===== src/rtl/armleocpu_multiplier_iter_if.sv =====
// Request/response bundle between the execute stage and the iterative multiplier.
interface armleocpu_multiplier_iter_if #(
  parameter int WIDTH = 32
);
  logic                 valid;
  logic [1:0]           op;
  logic [WIDTH-1:0]     factor0;
  logic [WIDTH-1:0]     factor1;
  logic                 kill;
  logic                 ready;
  logic [2*WIDTH-1:0]   result;

  modport master (output valid, op, factor0, factor1, kill, input ready, result);
  modport slave  (input valid, op, factor0, factor1, kill, output ready, result);
endinterface


===== src/rtl/armleocpu_multiplier_iter.sv =====
// Iterative WIDTH x WIDTH multiplier retiring STEP multiplier bits per cycle.
// Signed modes are built only when ARMLEOCPU_MULT_SIGNED_EN is defined.
module armleocpu_multiplier_iter #(
  parameter int WIDTH = 32,
  parameter int STEP  = 2
) (
  input logic                     clk,
  input logic                     rst_n,
  armleocpu_multiplier_iter_if.slave mul
);
  localparam int N  = WIDTH / STEP;
  localparam int CW = (N > 1) ? $clog2(N) : 1;
  localparam int PW = WIDTH + STEP;

  typedef enum logic [1:0] {IDLE = 2'd0, BUSY = 2'd1, DONE = 2'd2} state_t;

  state_t               state_q, state_d;
  logic [CW-1:0]        cnt_q, cnt_d;
  logic [WIDTH-1:0]     mcand_q, mcand_d;
  logic [WIDTH-1:0]     mplier_q, mplier_d;
  logic [2*WIDTH-1:0]   acc_q, acc_d;
  logic [2*WIDTH-1:0]   result_q, result_d;

  logic                 accept, last;
  logic [WIDTH-1:0]     abs0, abs1;
  logic [PW-1:0]        pp;
  logic [2*WIDTH-1:0]   sum, fin;

  assign accept = (state_q == IDLE) && mul.valid && !mul.kill;
  assign last   = (cnt_q == CW'(N - 1));

`ifdef ARMLEOCPU_MULT_SIGNED_EN
  logic s0, s1, neg_q;

  // Magnitude of the most-negative operand is 2^(WIDTH-1), which still fits WIDTH unsigned bits.
  always_comb begin
    s0   = ((mul.op == 2'b01) || (mul.op == 2'b10)) && mul.factor0[WIDTH-1];
    s1   = (mul.op == 2'b01) && mul.factor1[WIDTH-1];
    abs0 = s0 ? -mul.factor0 : mul.factor0;
    abs1 = s1 ? -mul.factor1 : mul.factor1;
  end

  always_ff @(posedge clk or posedge rst_n) begin
    if (rst_n)       neg_q <= 1'b0;
    else if (accept) neg_q <= s0 ^ s1;
  end

  assign fin = neg_q ? -sum : sum;
`else
  logic [1:0] unused_op;
  assign unused_op = mul.op;
  assign abs0      = mul.factor0;
  assign abs1      = mul.factor1;
  assign fin       = sum;
`endif

  // STEP partial products of the low multiplier bits, placed at the current digit position.
  always_comb begin
    pp = '0;
    for (int j = 0; j < STEP; j++)
      if (mplier_q[j]) pp = pp + (PW'(mcand_q) << j);
    sum = acc_q + ((2*WIDTH)'(pp) << (cnt_q * STEP));
  end

  always_comb begin
    cnt_d    = cnt_q;
    mcand_d  = mcand_q;
    mplier_d = mplier_q;
    acc_d    = acc_q;
    result_d = result_q;
    if (accept) begin
      cnt_d    = '0;
      mcand_d  = abs0;
      mplier_d = abs1;
      acc_d    = '0;
    end else if ((state_q == BUSY) && !mul.kill) begin
      acc_d    = sum;
      mplier_d = mplier_q >> STEP;
      cnt_d    = last ? '0 : cnt_q + CW'(1);
      if (last) result_d = fin;
    end
  end

  always_ff @(posedge clk or posedge rst_n) begin
    if (rst_n) begin
      cnt_q    <= '0;
      mcand_q  <= '0;
      mplier_q <= '0;
      acc_q    <= '0;
      result_q <= '0;
    end else begin
      cnt_q    <= cnt_d;
      mcand_q  <= mcand_d;
      mplier_q <= mplier_d;
      acc_q    <= acc_d;
      result_q <= result_d;
    end
  end

  always_ff @(posedge clk or posedge rst_n) begin
    if (rst_n) state_q <= IDLE;
    else       state_q <= state_d;
  end

  always_comb begin
    state_d = state_q;
    case (state_q)
      IDLE:    if (accept) state_d = BUSY;
      BUSY:    if (mul.kill) state_d = IDLE;
               else if (last) state_d = DONE;
      DONE:    state_d = IDLE;
      default: state_d = IDLE;
    endcase
  end

  always_comb begin
    mul.ready = (state_q == DONE);
  end

  assign mul.result = result_q;
endmodule


===== src/flat_wrapper.sv =====
// flat-port wrapper written by rule: the top's interface ports become plain ports
module armleocpu_multiplier_iter_flat 
#(
  parameter int WIDTH = 32,
  parameter int STEP  = 2
)
  (clk, rst_n, mul_valid, mul_op, mul_factor0, mul_factor1, mul_kill, mul_ready, mul_result);
  armleocpu_multiplier_iter_if #(.WIDTH(WIDTH)) mul_i ();
  input logic clk;
  input logic rst_n;
  input wire logic [$bits(mul_i.valid)-1:0] mul_valid;
  input wire logic [$bits(mul_i.op)-1:0] mul_op;
  input wire logic [$bits(mul_i.factor0)-1:0] mul_factor0;
  input wire logic [$bits(mul_i.factor1)-1:0] mul_factor1;
  input wire logic [$bits(mul_i.kill)-1:0] mul_kill;
  output wire logic [$bits(mul_i.ready)-1:0] mul_ready;
  output wire logic [$bits(mul_i.result)-1:0] mul_result;
  assign mul_i.valid = mul_valid;
  assign mul_i.op = mul_op;
  assign mul_i.factor0 = mul_factor0;
  assign mul_i.factor1 = mul_factor1;
  assign mul_i.kill = mul_kill;
  assign mul_ready = mul_i.ready;
  assign mul_result = mul_i.result;
  armleocpu_multiplier_iter #(.WIDTH(WIDTH), .STEP(STEP)) u_core (.clk(clk), .rst_n(rst_n), .mul(mul_i));
endmodule

===== config.mk =====
export PLATFORM = sky130hd
export DESIGN_NAME = armleocpu_multiplier_iter_flat
export DESIGN_NICKNAME = d
export VERILOG_FILES = /design/src/rtl/armleocpu_multiplier_iter_if.sv /design/src/rtl/armleocpu_multiplier_iter.sv /design/src/flat_wrapper.sv
export SDC_FILE = /design/constraint.sdc
export NUM_CORES = 1
export LEC_CHECK = 0
export BUFFER_PORTS_ARGS = -buffer_cell sky130_fd_sc_hd__buf_2
export CAP_MARGIN = 20
export CORE_UTILIZATION = 50
export DETAILED_ROUTE_END_ITERATION = 8
export MAX_ROUTING_LAYER = met4
export PLACE_DENSITY = 0.69
export RECOVER_POWER = 100
export SLEW_MARGIN = 30
export SYNTH_ARGS = -nofsm -noshare
export SYNTH_HDL_FRONTEND = slang
export SYNTH_SLANG_ARGS = --single-unit

===== constraint.sdc =====
create_clock -name clk -period 11.55 [get_ports clk]
set_clock_uncertainty 0.1 [all_clocks]
set_input_delay 0.5775 -clock clk [delete_from_list [all_inputs] [get_ports clk]]
set_output_delay 0.5775 -clock clk [all_outputs]
set_load 0.05 [all_outputs]

==> impl_results.md, run 1 <==
* Worst Max-Slew Pin Slew at 5544 ps
* Yosys Warn Count at 0
* Routed met3 length at around 2400 µm
* Leakage at 7.993 nW
* Primary FF master, synth: dfrtp_1
* CP max-delay cell: dfrtp_1
* Wl on met1 at between 20,000 and 25,000 µm
* Status: complete, but fails checks
* WL/cell at 19.51 µm
* Max-slew violations at 560
* CP Max Fanout at 32
* Starting Density at 50.88%
* Most frequent cells in the layout: nand2_1, dfrtp_1, o21ai_0
* Hold Buf Count CTS at 0
* Max-cap violations at 8
* Maximum clock rate at 0.1204 GHz
* Share of cells above drive strength 1 at under 10%
* Gpl congestion at 0.9547
* DP HPWL at 36,390 µm
* RSZ-0062 raised after global routing: false
* Unique masters post-synth at 88
* Post-CTS Resized at 0
* Initial antenna violation count at 0
* Total power at approximately 0.0036 W
* Finished Cell Area at 17,750 µm²
* Post-DRT Antenna Nets at 0
* Drt pass-1 iters at 6
* Clock tree root driver cell: clkbuf_16
* CP max stage delay at approximately 1000 ps
* Grt ovf at 0
* Number of port buffers at 132
* Final cycle utilization of the critical path at 71.93%
* Setup crit start kind: register
* DIE WIDTH at 184.0 µm
* Setup TNS at 0 ps
* Die Ht at 184.0 µm
* Gr usage total at 30.49%
* Clock latency on the worst-skew pair at 470 ps
* Vias in the first global route at around 15,000
* PD cells at 205.6 nW/µm²
* Total CTS buffers at 17
* Critical path data arrival time at 8440 ps
* Post-synth EDFFs at 0
* Maximum VDD drop at 130.3 µV
* Commonest non-fill, non-tap cell in the layout: nand2_1
* Crit path max-delay family: compound AO/OA/AOI/OAI gates
* Core Util, Final at 54.55%
* Ys async rst share at 100.0%
* Vias/cell at 6.232
* WL final at 49,680 µm
* WP buf/inv at 1
* Syn Std Cell Area at about 17,000 µm²
* Post-route DRC at 0
* Post-CTS setup buffer count at 0
* Final net count at 2,236
* WS Path Type: register to register
* CTS Sinks at around 200
* Worst EP required at between 10,000 and 15,000 ps
* Min cycle time layout at 8308 ps
* Die ar. at approximately 34,000 µm²
* Top sig layer: met4
* FP Rows at 66
* Via count at ~16,000
* Worst setup EP type: register
* Synth-to-layout area growth at 7.202%
* Cells after Synth at ~2,100
* Clock slew seen by the registers of the worst setup and hold paths at 80 ps
* Antenna Cells at 0
* Worst min path class: primary input to register
* Initial DRC Count at approximately 1,400
* Core area at 32,540 µm²
* Cell mode on critical path: a21oi_1
* Worst-case clock buffer depth at 2
* H-tree levels at 4
* First-pass GRT wire length at 79,490 µm
* Final hold violations at 0
* Largest net degree at the start of global routing at about 120
* Placed cell area at approximately 17,000 µm²
* CTS tree: yes
* Seq/Total Area, Yosys at 29.93%
* Syn Area/Cell at between 7 and 8 µm²
* Post-Synthesis Net Count at approximately 2,200
* I/O pin cnt at 135
* Normalized max-slew margin at -269.6%
* Final setup vio count at 0
* Synthesized flop and latch total at 198
* Violations in the final reports: capacitance limit, slew limit
* WL met2 at 22,810 µm
[through the flow]
step | hold slack, ps | worst slack [ps] | std cells
floorplan | 345.2 | 4723 | 2079
global placement | 348.1 | 4072 | 2514
detailed placement | 355.8 | 3924 | 2514
CTS | 190.5 | 3891 | 2546
global route | 208.6 | 2629 | 2546
finish | 208.9 | 3242 | 2546
[cell type report]
class                      count  area [µm²]
clock buffer                  18       429.2
clock inverter                14       155.1
fill                        3184       14790
inverter                      49       185.2
multi-input combinational   1679       10810
sequential                   198        4956
tap                          442       553.0
timing repair buffer         146       658.1
[worst paths after layout]
kind / start / end / slack (ps) / cells past startpoint
max: u_core.mplier_q[0] / u_core.mul.result[57] / 3240 / 27
min: mul_factor0[14] / u_core.mcand_q[14] / 210 / 3
max reg2reg: u_core.mplier_q[0] / u_core.mul.result[57] / 3240 / 27
min reg2reg: u_core.mul.result[35] / u_core.mul.result[35] / 370 / 2
max in group asynchronous: rst_n / u_core.mul.result[39] / 4420 / 3
min in group asynchronous: rst_n / u_core.mplier_q[30] / 1670 / 2
[kinds of logic after synthesis]
family,share of synthesized area [%]
simple gates,21.72
compound gates,25.28
buf+inv,4.799
flops,29.93
mux,7.542
xor+xnor,4.973
fa+ha+maj,5.759
[registers in the layout, summed over array words and instances, names as in the netlist]
| name | cells |
|---|---|
| u_core.mul.result | 64 |
| u_core.cnt_q | 4 |
| u_core.mplier_q | 32 |
| u_core.state_q | 2 |
| u_core.acc_q | 64 |
| u_core.mcand_q | 32 |
[layer usage]
metal | global-route usage [%] | vias up
met3 | 3.586 | 76
met2 | 47.30 | 500
li1 | - | 7580
met1 | 42.14 | 7711
met5 | - | -
met4 | 7.800 | 0
[synthesized netlist by cell type (18+ instances only)]
cell type / number / area share, %
a21oi_1: 133 / 4.0
and2_1: 29 / 1.1
mux2i_1: 64 / 3.9
a31oi_1: 22 / 0.83
xor2_1: 39 / 2.1
o21a_1: 23 / 1.0
ha_1: 73 / 5.5
o21ai_0: 139 / 4.2
inv_1: 47 / 1.1
mux2_2: 50 / 3.4
xnor2_1: 55 / 2.9
a22o_1: 54 / 2.9
nor3_1: 40 / 1.2
a21o_1: 34 / 1.5
dfrtp_1: 198 / 30
o221ai_1: 18 / 0.95
nand2_1: 384 / 8.7
o22ai_1: 31 / 1.2
nor2_1: 112 / 2.5
nand3_1: 52 / 1.6
clkbuf_1: 122 / 2.8
o21bai_1: 18 / 0.82
nand4_1: 23 / 0.87
nor2b_1: 25 / 0.94
[power by group]
group / switching [W] / total, W / leakage (nW) / internal, W
registers: 0.000151 / 0.000952 / 2.63 / 0.000801
logic: 0.00131 / 0.00208 / 5.08 / 0.000772
clock network: 0.000310 / 0.000619 / 0.286 / 0.000309
[tightest hold or removal path: cells and delay by family]
family,cells,cell delay [ps]
buffers and inverters,1,70
AOI/OAI and AO/OA,1,60
and+or+nand+nor,1,30
Power figures use the tool's default switching activity.
==> run 2: changes to the inputs <==
clock period = 8.4 ns   (was 11.55 ns; I/O delays follow)
==> run 2 against run 1 <==
Compared with the run above: the flow still finishes with violations (capacitance limit, slew limit); via count shrank 0.56%; critical path depth is the same; sequential power grew 38%; fmax grew 6.0%; die area is the same; design area grew 0.61%; sequential cell count is the same; critical path type unchanged.
==> impl_results.md, run 2 (synthesized netlist as in run 1, its figures left out) <==
* Status: complete, but fails checks
* Violations in the final reports: capacitance limit, slew limit
* Leakage at 8.045 nW
* Initial DRC Count at around 1,300
* Setup crit start kind: register
* Filler Cell Count at 3,198
* WL/cell at approximately 19 µm
* Post-DRT Antenna Nets at 0
* Number of cells on the critical path at 27
* Post-route DRC at 0
* Worst Max-Slew Pin Slew at slightly above 4000 ps
* Final net count at 2,243
* CTS tree: yes
* Maximum VDD drop at 188.8 µV
* Hold Path Stages at 3
* Worst EP required at approximately 8600 ps
* Clock slew seen by the registers of the worst setup and hold paths at 80 ps
* Die ar. at between 30,000 and 40,000 µm²
* Final setup vio count at 0
* WP buf/inv at 1
* Post-CTS setup buffer count at 0
* Grt ovf at 0
* Multi-input gate area at 10,830 µm²
* Final hold violations at 0
* I/O pin cnt at 135
* Starting Density at 50.88%
* Most frequent cells in the layout: nand2_1, dfrtp_1, o21ai_0
* Clock latency on the worst-skew pair at 470 ps
* Setup TNS at 0 ps
* Drt pass-1 iters at 6
* FP Rows at 66
* Post-CTS Resized at 0
* CP max-delay cell: a221oi_1
* Critical path data arrival time at 8020 ps
* Max-cap violations at 8
* Die Ht at around 180 µm
* Min cycle time layout at 7835 ps
* Vias/cell at 6.180
* Gpl congestion at 0.9696
* Gr usage total at 30.58%
* Worst-case clock buffer depth at 2
* WS Path Type: register to register
* Core area at approximately 33,000 µm²
* Share of cells above drive strength 1 at 9.332%
* Worst min path class: primary input to register
* Clock tree root driver cell: clkbuf_16
* Crit path max-delay family: compound AO/OA/AOI/OAI gates
* Synth-to-layout area growth at 7.860%
* CP Max Fanout at 27
* Largest net degree at the start of global routing at about 120
* Total CTS buffers at 17
* WHS at around 55 ps
* PD cells at 283.1 nW/µm²
* First-pass GRT wire length at 79,360 µm
* WL final at 49,730 µm
* DIE WIDTH at ~180 µm
* Antenna Cells at 0
* R2R depth at 27
* CTS Sinks at around 200
* CP max stage delay at 760 ps
* Commonest non-fill, non-tap cell in the layout: nand2_1
* Normalized max-slew margin at -168.4%
* Maximum clock rate at 0.1276 GHz
* Area taken by flip-flops and latches at 4957 µm²
* Number of port buffers at around 130
* Via count at 15,778
* RSZ-0062 raised after global routing: false
* DP HPWL at 36,540 µm
* Final cycle utilization of the critical path at 93.28%
* Max-slew violations at between 400 and 500
* Vias in the first global route at 14,640
* Initial antenna violation count at 0
* Worst setup EP type: register
* H-tree levels at 4
* Cell mode on critical path: nand2_1
==> run 2: worst register-to-register path: stages (launching register included) <==
cell	delay (ps)
dfrtp_2	670
nand2_1	140
inv_1	80
ha_1	180
fa_1	260
a21oi_1	90
o221ai_1	460
o21ai_1	280
a221oi_1	760
or3_1	220
and3_1	230
xor2_1	310
o211a_1	280
nand2_1	100
a32oi_1	300
o21ai_0	230
ha_1	460
a21oi_1	230
o221ai_1	200
a211oi_1	360
nand2_1	110
o211ai_1	190
o211ai_1	240
a31oi_1	340
nand4_1	150
a41oi_1	240
xor2_1	300
o21ai_0	140
==> run 2: path summary, 6_finish.rpt <==
path | startpoint | end | slack, ps
max in group asynchronous | rst_n | u_core.mplier_q[0] | 2350
min in group asynchronous | rst_n | u_core.mplier_q[31] | 980
max reg2reg | u_core.mplier_q[0] | u_core.mul.result[62] | 560
min | mul_factor1[12] | u_core.mplier_q[12] | 60
min reg2reg | u_core.mul.result[4] | u_core.mul.result[4] | 370
max | u_core.mplier_q[0] | u_core.mul.result[62] | 560
==> run 2: per-layer routing <==
| layer | vias to the layer above | track usage [%] | routed length (µm) |
|---|---|---|---|
| li1 | 7575 | - | - |
| met1 | 7622 | 41.33 | 23120 |
| met2 | 509 | 47.97 | 23020 |
| met3 | 72 | 3.328 | 2551 |
| met4 | 0 | 9.500 | 1034 |
| met5 | - | - | 0 |
==> run 2: final cells by class <==
type,instances,share of cell area [%]
clock buffer,18,2.403
inverter,49,1.037
multi-input combinational,1679,60.63
timing repair buffer,153,4.008
tap,442,3.097
sequential,198,27.76
clock inverter,14,1.065
==> run 2: through the flow <==
| stage | power [W] | setup WS (ps) | std cells | cell area, µm² | utilization [%] |
|---|---|---|---|---|---|
| 3_3_place_gp | 0.004086 | 1003 | 2519 | 17340 | 53.31 |
| 6_report | 0.005055 | 564.9 | 2553 | 17860 | 54.88 |
| 4_1_cts | 0.005018 | 839.7 | 2551 | 17960 | 55.21 |
| 5_1_grt | 0.005399 | 147.9 | 2553 | 17860 | 54.88 |
| 3_5_place_dp | 0.004113 | 908.5 | 2519 | 17340 | 53.31 |
| 2_1_floorplan | 0.003401 | 1573 | 2079 | 16560 | - |
==> run 2: power breakdown <==
| part | switching (W) | total [W] | internal (W) | leakage, nW |
|---|---|---|---|---|
| logic | 0.00179 | 0.00286 | 0.00107 | 5.12 |
| registers | 0.000210 | 0.00131 | 0.00110 | 2.63 |
| clock network | 0.000426 | 0.000881 | 0.000455 | 0.304 |
| total | 0.00243 | 0.00506 | 0.00263 | 8.05 |
==> run 2: repair_timing <==
item                                    CTS  global route
endpoints found under the setup margin    0             0
hold endpoints to repair                  0            45
hold buffers                              0             1
